<file path="src/rtl/echo_responder_if.sv">
// rtl/echo_responder_if.sv - trigger/echo handshake bundle between a ranging master and the responder
interface echo_responder_if;
    logic        trig;
    logic [11:0] dist_us;
    logic        echo;
    logic        busy;
    logic        trig_short;
    logic        echo_done;

    modport master (
        output trig, dist_us,
        input  echo, busy, trig_short, echo_done
    );

    modport slave (
        input  trig, dist_us,
        output echo, busy, trig_short, echo_done
    );
endinterface

</file>
<file path="src/rtl/echo_responder.sv">
// rtl/echo_responder.sv - ultrasonic ranger emulator: qualifies a trig pulse, waits a burst delay,
// then drives an echo pulse whose width encodes the emulated distance, followed by a dead time.
module echo_responder #(
    parameter int CLK_PER_US  = 40,
    parameter int MIN_TRIG_US = 10,
    parameter int BURST_US    = 200,
    parameter int TIMEOUT_US  = 38000,
    parameter int HOLDOFF_US  = 10000
) (
    input  logic             clk,
    input  logic             reset,
    echo_responder_if.slave  bus
);
    typedef enum logic [2:0] {
        ST_IDLE, ST_TRIG, ST_BURST, ST_ECHO, ST_HOLD
    } state_t;

    localparam int              PW         = (CLK_PER_US > 1) ? $clog2(CLK_PER_US) : 1;
    localparam logic [PW-1:0]   PRE_MAX    = PW'(CLK_PER_US - 1);
    localparam logic [15:0]     MIN_US     = 16'(MIN_TRIG_US);
    localparam logic [15:0]     MIN_M1     = 16'(MIN_TRIG_US - 1);
    localparam logic [15:0]     BURST_M1   = 16'(BURST_US - 1);
    localparam logic [15:0]     TIMEOUT_M1 = 16'(TIMEOUT_US - 1);
    localparam logic [15:0]     HOLD_M1    = 16'(HOLDOFF_US - 1);

    state_t        state_q, state_d;
    logic          sync1_q, sync1_d;
    logic          trig_s_q, trig_s_d;
    logic [1:0]    sync_vld_q, sync_vld_d;
    logic          trig_low_q, trig_low_d;
    logic [PW-1:0] pre_q, pre_d;
    logic [15:0]   us_q, us_d;
    logic [11:0]   dist_q, dist_d;
    logic          echo_q, echo_d;
    logic          trig_short_q, trig_short_d;
    logic          echo_done_q, echo_done_d;

    logic          us_wrap;
    logic          trig_ok;
    logic [15:0]   echo_m1;

    always_ff @(posedge clk or negedge reset) begin
        if (!reset) begin
            state_q      <= ST_IDLE;
            sync1_q      <= 1'b0;
            trig_s_q     <= 1'b0;
            sync_vld_q   <= 2'b00;
            trig_low_q   <= 1'b0;
            pre_q        <= '0;
            us_q         <= '0;
            dist_q       <= '0;
            echo_q       <= 1'b0;
            trig_short_q <= 1'b0;
            echo_done_q  <= 1'b0;
        end else begin
            state_q      <= state_d;
            sync1_q      <= sync1_d;
            trig_s_q     <= trig_s_d;
            sync_vld_q   <= sync_vld_d;
            trig_low_q   <= trig_low_d;
            pre_q        <= pre_d;
            us_q         <= us_d;
            dist_q       <= dist_d;
            echo_q       <= echo_d;
            trig_short_q <= trig_short_d;
            echo_done_q  <= echo_done_d;
        end
    end

    // trig_low only counts once the synchronizer holds a real sample, so a trig
    // already high when reset releases never looks like a rising edge.
    always_comb begin
        sync1_d    = bus.trig;
        trig_s_d   = sync1_q;
        sync_vld_d = {sync_vld_q[0], 1'b1};
        trig_low_d = sync_vld_q[1] & ~trig_s_q;
    end

    // Elapsed time in the current state is us_q*CLK_PER_US + pre_q cycles; a phase of
    // T us ends on the edge closing its last cycle, i.e. us_q == T-1 at a prescaler wrap.
    assign us_wrap = (pre_q == PRE_MAX);
    assign trig_ok = (us_q >= MIN_US) || ((us_q == MIN_M1) && us_wrap);
    assign echo_m1 = (dist_q == 12'd0) ? TIMEOUT_M1 : (16'(dist_q) - 16'd1);

    always_comb begin
        state_d = state_q;
        dist_d  = dist_q;
        case (state_q)
            ST_IDLE:  if (trig_s_q && trig_low_q) state_d = ST_TRIG;
            ST_TRIG:  if (!trig_s_q) begin
                          if (trig_ok) begin
                              state_d = ST_BURST;
                              dist_d  = bus.dist_us;
                          end else begin
                              state_d = ST_IDLE;
                          end
                      end
            ST_BURST: if (us_wrap && (us_q == BURST_M1)) state_d = ST_ECHO;
            ST_ECHO:  if (us_wrap && (us_q == echo_m1))  state_d = ST_HOLD;
            ST_HOLD:  if (us_wrap && (us_q == HOLD_M1))  state_d = ST_IDLE;
            default:  state_d = ST_IDLE;
        endcase
    end

    always_comb begin
        pre_d = pre_q;
        us_d  = us_q;
        if ((state_d != state_q) || (state_q == ST_IDLE)) begin
            pre_d = '0;
            us_d  = '0;
        end else if (us_wrap) begin
            pre_d = '0;
            us_d  = (us_q == 16'hFFFF) ? us_q : us_q + 16'd1;
        end else begin
            pre_d = pre_q + 1'b1;
        end
    end

    always_comb begin
        echo_d       = (state_d == ST_ECHO);
        trig_short_d = (state_q == ST_TRIG) && (state_d == ST_IDLE);
        echo_done_d  = (state_q == ST_ECHO) && (state_d == ST_HOLD);
    end

    assign bus.echo       = echo_q;
    assign bus.trig_short = trig_short_q;
    assign bus.echo_done  = echo_done_q;
    assign bus.busy       = (state_q != ST_IDLE);
endmodule

</file>
<file path="src/flat_wrapper.sv">
// flat-port wrapper written by rule: the top's interface ports become plain ports
module echo_responder_flat 
#(
    parameter int CLK_PER_US  = 40,
    parameter int MIN_TRIG_US = 10,
    parameter int BURST_US    = 200,
    parameter int TIMEOUT_US  = 38000,
    parameter int HOLDOFF_US  = 10000
)
  (clk, reset, bus_trig, bus_dist_us, bus_echo, bus_busy, bus_trig_short, bus_echo_done);
  echo_responder_if bus_i ();
  input  logic clk;
  input  logic reset;
  input wire logic [$bits(bus_i.trig)-1:0] bus_trig;
  input wire logic [$bits(bus_i.dist_us)-1:0] bus_dist_us;
  output wire logic [$bits(bus_i.echo)-1:0] bus_echo;
  output wire logic [$bits(bus_i.busy)-1:0] bus_busy;
  output wire logic [$bits(bus_i.trig_short)-1:0] bus_trig_short;
  output wire logic [$bits(bus_i.echo_done)-1:0] bus_echo_done;
  assign bus_i.trig = bus_trig;
  assign bus_i.dist_us = bus_dist_us;
  assign bus_echo = bus_i.echo;
  assign bus_busy = bus_i.busy;
  assign bus_trig_short = bus_i.trig_short;
  assign bus_echo_done = bus_i.echo_done;
  echo_responder #(.CLK_PER_US(CLK_PER_US), .MIN_TRIG_US(MIN_TRIG_US), .BURST_US(BURST_US), .TIMEOUT_US(TIMEOUT_US), .HOLDOFF_US(HOLDOFF_US)) u_core (.clk(clk), .reset(reset), .bus(bus_i));
endmodule
</file>
<file path="config.mk">
export PLATFORM = sky130hd
export DESIGN_NAME = echo_responder_flat
export DESIGN_NICKNAME = d
export VERILOG_FILES = /design/src/rtl/echo_responder_if.sv /design/src/rtl/echo_responder.sv /design/src/flat_wrapper.sv
export SDC_FILE = /design/constraint.sdc
export NUM_CORES = 1
export LEC_CHECK = 0
export CORE_AREA = 2 2 64 91
export DETAILED_ROUTE_END_ITERATION = 10
export DIE_AREA = 0 0 66 93
export PLACE_DENSITY = 0.7
export SYNTH_ARGS = -nofsm -noshare
export SYNTH_HDL_FRONTEND = slang
export SYNTH_SLANG_ARGS = --single-unit
</file>
<file path="constraint.sdc">
create_clock -name clk -period 3.83 [get_ports clk]
set_input_delay 0.766 -clock clk [delete_from_list [all_inputs] [get_ports clk]]
set_output_delay 0.766 -clock clk [all_outputs]
set_load 0.01 [all_outputs]
</file>
After elaboration in Yosys (flattened, before gate mapping)
Cells that the tools add are included.

Register bits after elaboration: 45. Word-level logic and storage cells: 60.

Reductions and logical operators: 16. $lt $le $gt $ge: 1. Add/sub/neg operators: 3. Bitwise gates (word level): 2. Equal/unequal tests: 14. Multiplexer cells: 13.

Operator list (number): 16-bit 2-to-1 mux (4); 16-bit by 1-bit adder with 16-bit output (second input constant) (1); 16-bit by 14-bit == test with 1-bit output (second input constant) (1); 16-bit == test (1); 16-bit == test (second input constant) (1); 16-bit by 4-bit == test with 1-bit output (second input constant) (1); 16-bit by 8-bit == test with 1-bit output (second input constant) (1); 16-bit by 4-bit >= comparator with 1-bit output (second input constant) (1); 3-bit 2-to-1 mux (5); 3-bit case mux with 5 select lines (1); 12-bit by 1-bit subtractor with 13-bit output (second input constant) (1); 12-bit zero test (1); 6-bit 2-to-1 mux (2); 3-bit by 2-bit == test with 1-bit output (second input constant) (3); 1-bit logical AND (7); 6-bit by 1-bit adder with 6-bit output (second input constant) (1); 3-bit == test (second input constant) (2); 6-bit == test (second input constant) (1); 3-bit zero test (2); 3-bit by 1-bit == test with 1-bit output (second input constant) (1); 3-bit != test (1); 3-bit AND reduction (1); 3-bit nonzero test (1); 1-bit logical OR (2); 6 further kinds (6).

Depth between registers and ports, before layout
Depth in word-level cells: 10. Mapped depth: 12.

Worst setup path before layout
OpenSTA, ideal clock, no wires.

Path type: register to register. Start: reg u_core.dist_q[0]. End: reg u_core.us_q[10]. Library setup time: 0.136 ns. Data arrival time: 2.802 ns. Stages on the path, launching flop included: 12. Setup slack: 0.892 ns. Required time: 3.694 ns. Path buffers: 2. Cells stage by stage: dfrtp_1 > buf_6 > inv_1 > ha_1 > or3b_2 > or4_1 > a31oi_1 > o21ai_0 > a211o_1 > nor4_4 > buf_6 > nor3_1.

Cells in the longest elaborated chain, start to end: 10.

Ends and longest elaborated chain: from (decl) (line echo_responder.sv:33) `logic [11:0] dist_q, dist_d;`; from (signal assigned) (line echo_responder.sv:63) `dist_q <= dist_d;`; 12-bit by 1-bit subtractor with 13-bit output or 12-bit zero test (tied branches) (line echo_responder.sv:83) `assign echo_m1 = (dist_q == 12'd0) ? TIMEOUT_M1 : (16'(dist_q) - 16'd1);`; 16-bit 2-to-1 mux * (line echo_responder.sv:83); 16-bit == test * (line echo_responder.sv:99) `ST_ECHO: if (us_wrap && (us_q == echo_m1)) state_d = ST_HOLD;`; 1-bit logical AND * (line echo_responder.sv:99); 3-bit 2-to-1 mux * (line echo_responder.sv:99); 3-bit case mux with 5 select lines * (line echo_responder.sv:88) `case (state_q)`; 3-bit != test * (line echo_responder.sv:108) `if ((state_d != state_q) || (state_q == ST_IDLE)) begin`; 1-bit logical OR * (line echo_responder.sv:108); 2-bit by 1-bit != test with 1-bit output (no line) or 2-bit nonzero test (tied branches); 2-bit AND reduction (no line); to (signal assigned) (line echo_responder.sv:62) `us_q <= us_d;`; to (decl) (line echo_responder.sv:32) `logic [15:0] us_q, us_d;`.

Mark *: on every way between the ends. The rest lies on a longest branch, timed or not. A chain may end at the register's enable or synchronous reset.

Worst setup path in the final report
Start: reg u_core.dist_q[0]. End: reg u_core.us_q[7].

The elaborated chain is that of the path after synthesis.

==> qor.csv <==
metric;value;unit
Slew HR;32.3;%
vias per cell;5.82;
Area after DPL;2920;um^2
# fillers;510;
kind of critical path;flip-flop to flip-flop;
initial antenna violation count;0;
HPWL Detailed;4560;um
CTS tree;yes;
Synth Warn #;0;
Max-Cap Viols;0;
average cell area after synthesis;9.12;um^2
Seq/Total Area, Yosys;41.8;%
Die Y;93;um
cell depth of the worst min-delay path;0;
syn nets;315;
Pint;622;uW
crit path cell chain;inv_1, ha_1, or3b_2, or4_1, a31oi_1, o21ai_0, a211o_1, nor4_4, buf_4, nor3_1;
Distinct cells, synth;56;
H-tree Lvls;2;
Core Area;5370;um^2
vias post-DR;2213;
post-route design area;3010;um^2
worst hold margin;0.352;ns
IO buf count;18;
multi-input logic area;1440;um^2
DRT iter0 DRCs;126;
status;completed;
Worst-Skew Late Latency;0.30;ns
worst min-delay path category;flip-flop to flip-flop;
Post-Layout Cell Count;380;
buffer levels on the longest clock path;2;
Power per Cell Area;266;nW/um^2
full die area;6140;um^2
Async SR Flop Fraction;100;%
VDD IR max;0.179;mV
first-pass GRT wire length;10700;um
commonest non-fill, non-tap cell in the layout;dfrtp_1;
Worst setup EP type;flip-flop;
# IOs;19;
RSZ-0062 raised after global routing;no;
Post-Syn Instances;295;
Worst setup SP type;flip-flop;
Post-Route Skew;0.00652;ns
# diodes;0;
simple-gate share of the synthesized area;26.6;%
number of global-route vias before repair;2227;
sequential power share;60.1;%
die width;66;um
Tmin final;3.06;ns
crit path max fanout;15;
pin count of the biggest net entering global routing;46;
Syn Std Cell Area;2690;um^2
commonest cells after routing, fill and taps aside;45 x dfrtp_1, 29 x nand2_1, 28 x nor2_1;
GRT Overall Usage;22.3;%
crit path DAT;3.23;ns
# Post-CTS Setup Buffers;0;
Post-Synth Adder-Cell Area;2.32;%
slowest cell on the critical path;or3b_2;
fmax;0.326;GHz
final worst-path cycle share;80.0;%
drt drc;0;
Core Rows;32;
Final Hold Vio Count;0;
placed cells;372;
xor/xnor share of the synthesized area;9.44;%
largest family of logic cells by synthesized area;simple AND/OR/NAND/NOR gates;
Sw Ratio;22.5;%
post-synthesis mux area share;4.51;%
EDFF count, synth;0;
share of cells above drive strength 1;9.29;%
Starting Density;50.2;%
Final setup violation count;0;
Critical Path Max Stage Delay;0.48;ns
Worst EP required;4.00;ns
gpl congestion;0.839;
area delta synth->final;11.9;%
Clock transition at path regs;0.09;ns
WL/cell;16.1;um
number of synthesized register bits;45;
Compound-Gate Fraction of Synth Area;10.6;%
worst r2r path cells;10;
Switching Power;180;uW
GRT overflow;0;
hold buffers post-CTS;0;
Pins Over Slew Limit;0;
setup TNS;0;ns
ys flop type;dfrtp_1;
# clock sinks;45;
post-route ant nets;0;
post-cts sizing count;0;
nets;331;
Routed WL;6120;um
TritonCTS Buffers;5;
slew at the pin closest to its max-slew limit;1.02;ns
Logic pwr share;4.2;%
clock power share;35.7;%
sequential standard cell area;1130;um^2
Clock Tree Root;clkbuf_8;
DR pass1 iterations;4;
Leak;0.00131;uW
## critical path, delay by kind of cell (launching register included)
family,cells,cell delay (ns)
fa+ha+maj,1,0.19
buf+inv,2,0.37
compound gates,3,0.60
simple gates,4,1.29
flops,1,0.46
## worst paths after layout
kind	start	endpoint	slack, ns
worst min-delay path	u_core.sync1_q	u_core.trig_s_q	0.35
max in group asynchronous	reset	u_core.dist_q[8]	2.56
worst max register to register	u_core.dist_q[0]	u_core.us_q[7]	0.77
worst min register to register	u_core.sync1_q	u_core.trig_s_q	0.35
min in group asynchronous	reset	u_core.us_q[12]	0.64
worst max-delay path	u_core.dist_q[0]	u_core.us_q[7]	0.77
## flip-flops by register name, indices dropped and copies added, names as in the netlist, 2 cells and up
register           flops
u_core.sync_vld_q      2
u_core.pre_q           6
u_core.us_q           16
u_core.state_q         3
u_core.dist_q         12
## cell type report
class / instances / area share [%]
repair buffers: 24 / 7.32
well taps: 68 / 2.83
clock buffers: 5 / 2.29
clock inverters: 3 / 0.582
multi-input cells: 222 / 48.0
flip-flops and latches: 45 / 37.4
inverters: 13 / 1.62
## synthesized netlist by cell type, types with 2 or more instances
cell type,instances,share of area (%)
a21oi_1,4,0.74
a311oi_1,2,0.65
a31oi_1,5,1.2
and2_1,4,0.93
and3_1,5,1.2
and4_1,2,0.65
buf_1,2,0.28
buf_6,2,0.84
clkbuf_1,10,1.4
dfrtp_1,45,42
ha_1,5,2.3
inv_1,12,1.7
mux2_2,9,3.8
mux2i_1,2,0.74
nand2_1,29,4.0
nand3_1,15,2.8
nand4_1,6,1.4
nor2_1,28,3.9
nor2b_1,3,0.70
nor3_1,19,3.5
nor4_1,7,1.6
o211a_1,2,0.74
o211ai_1,2,0.56
o21ai_0,10,1.9
o31a_1,2,0.65
or2_2,2,0.46
or3_1,2,0.46
or4_1,4,1.1
xnor2_1,13,4.2
xor2_1,16,5.2
## kinds of logic after synthesis
family / Yosys count
buf+inv: 28
other cells: 1
simple gates: 136
xor+xnor: 29
mux: 11
flops: 45
compound gates: 40
fa+ha+maj: 5
## power groups by stage
stage	Sequential, uW	Combinational, uW	Clock [uW]
6_report	482	33.7	287
5_1_grt	483	38.1	318
4_1_cts	482	34.6	296
3_5_place_dp	492	34.4	0
3_3_place_gp	491	34.1	0
2_1_floorplan	491	7.28	0
## metrics by stage
step / power [uW] / utilization [%] / setup slack [ns]
5_1_grt: 839 / 56.1 / 0.572
6_report: 802 / 56.1 / 0.765
2_1_floorplan: 498 / - / 0.892
3_3_place_gp: 526 / 54.5 / 0.843
4_1_cts: 813 / 56.1 / 0.758
3_5_place_dp: 526 / 54.5 / 0.777
## layer usage
| metal | wire [um] | GRT usage [%] |
|---|---|---|
| met1 | 2550 | 27.2 |
| met5 | 0 | 0 |
| met4 | 157 | 7.65 |
| met2 | 3210 | 39.7 |
| met3 | 203 | 3.25 |
Note: power is estimated with default switching activity, not from simulation.
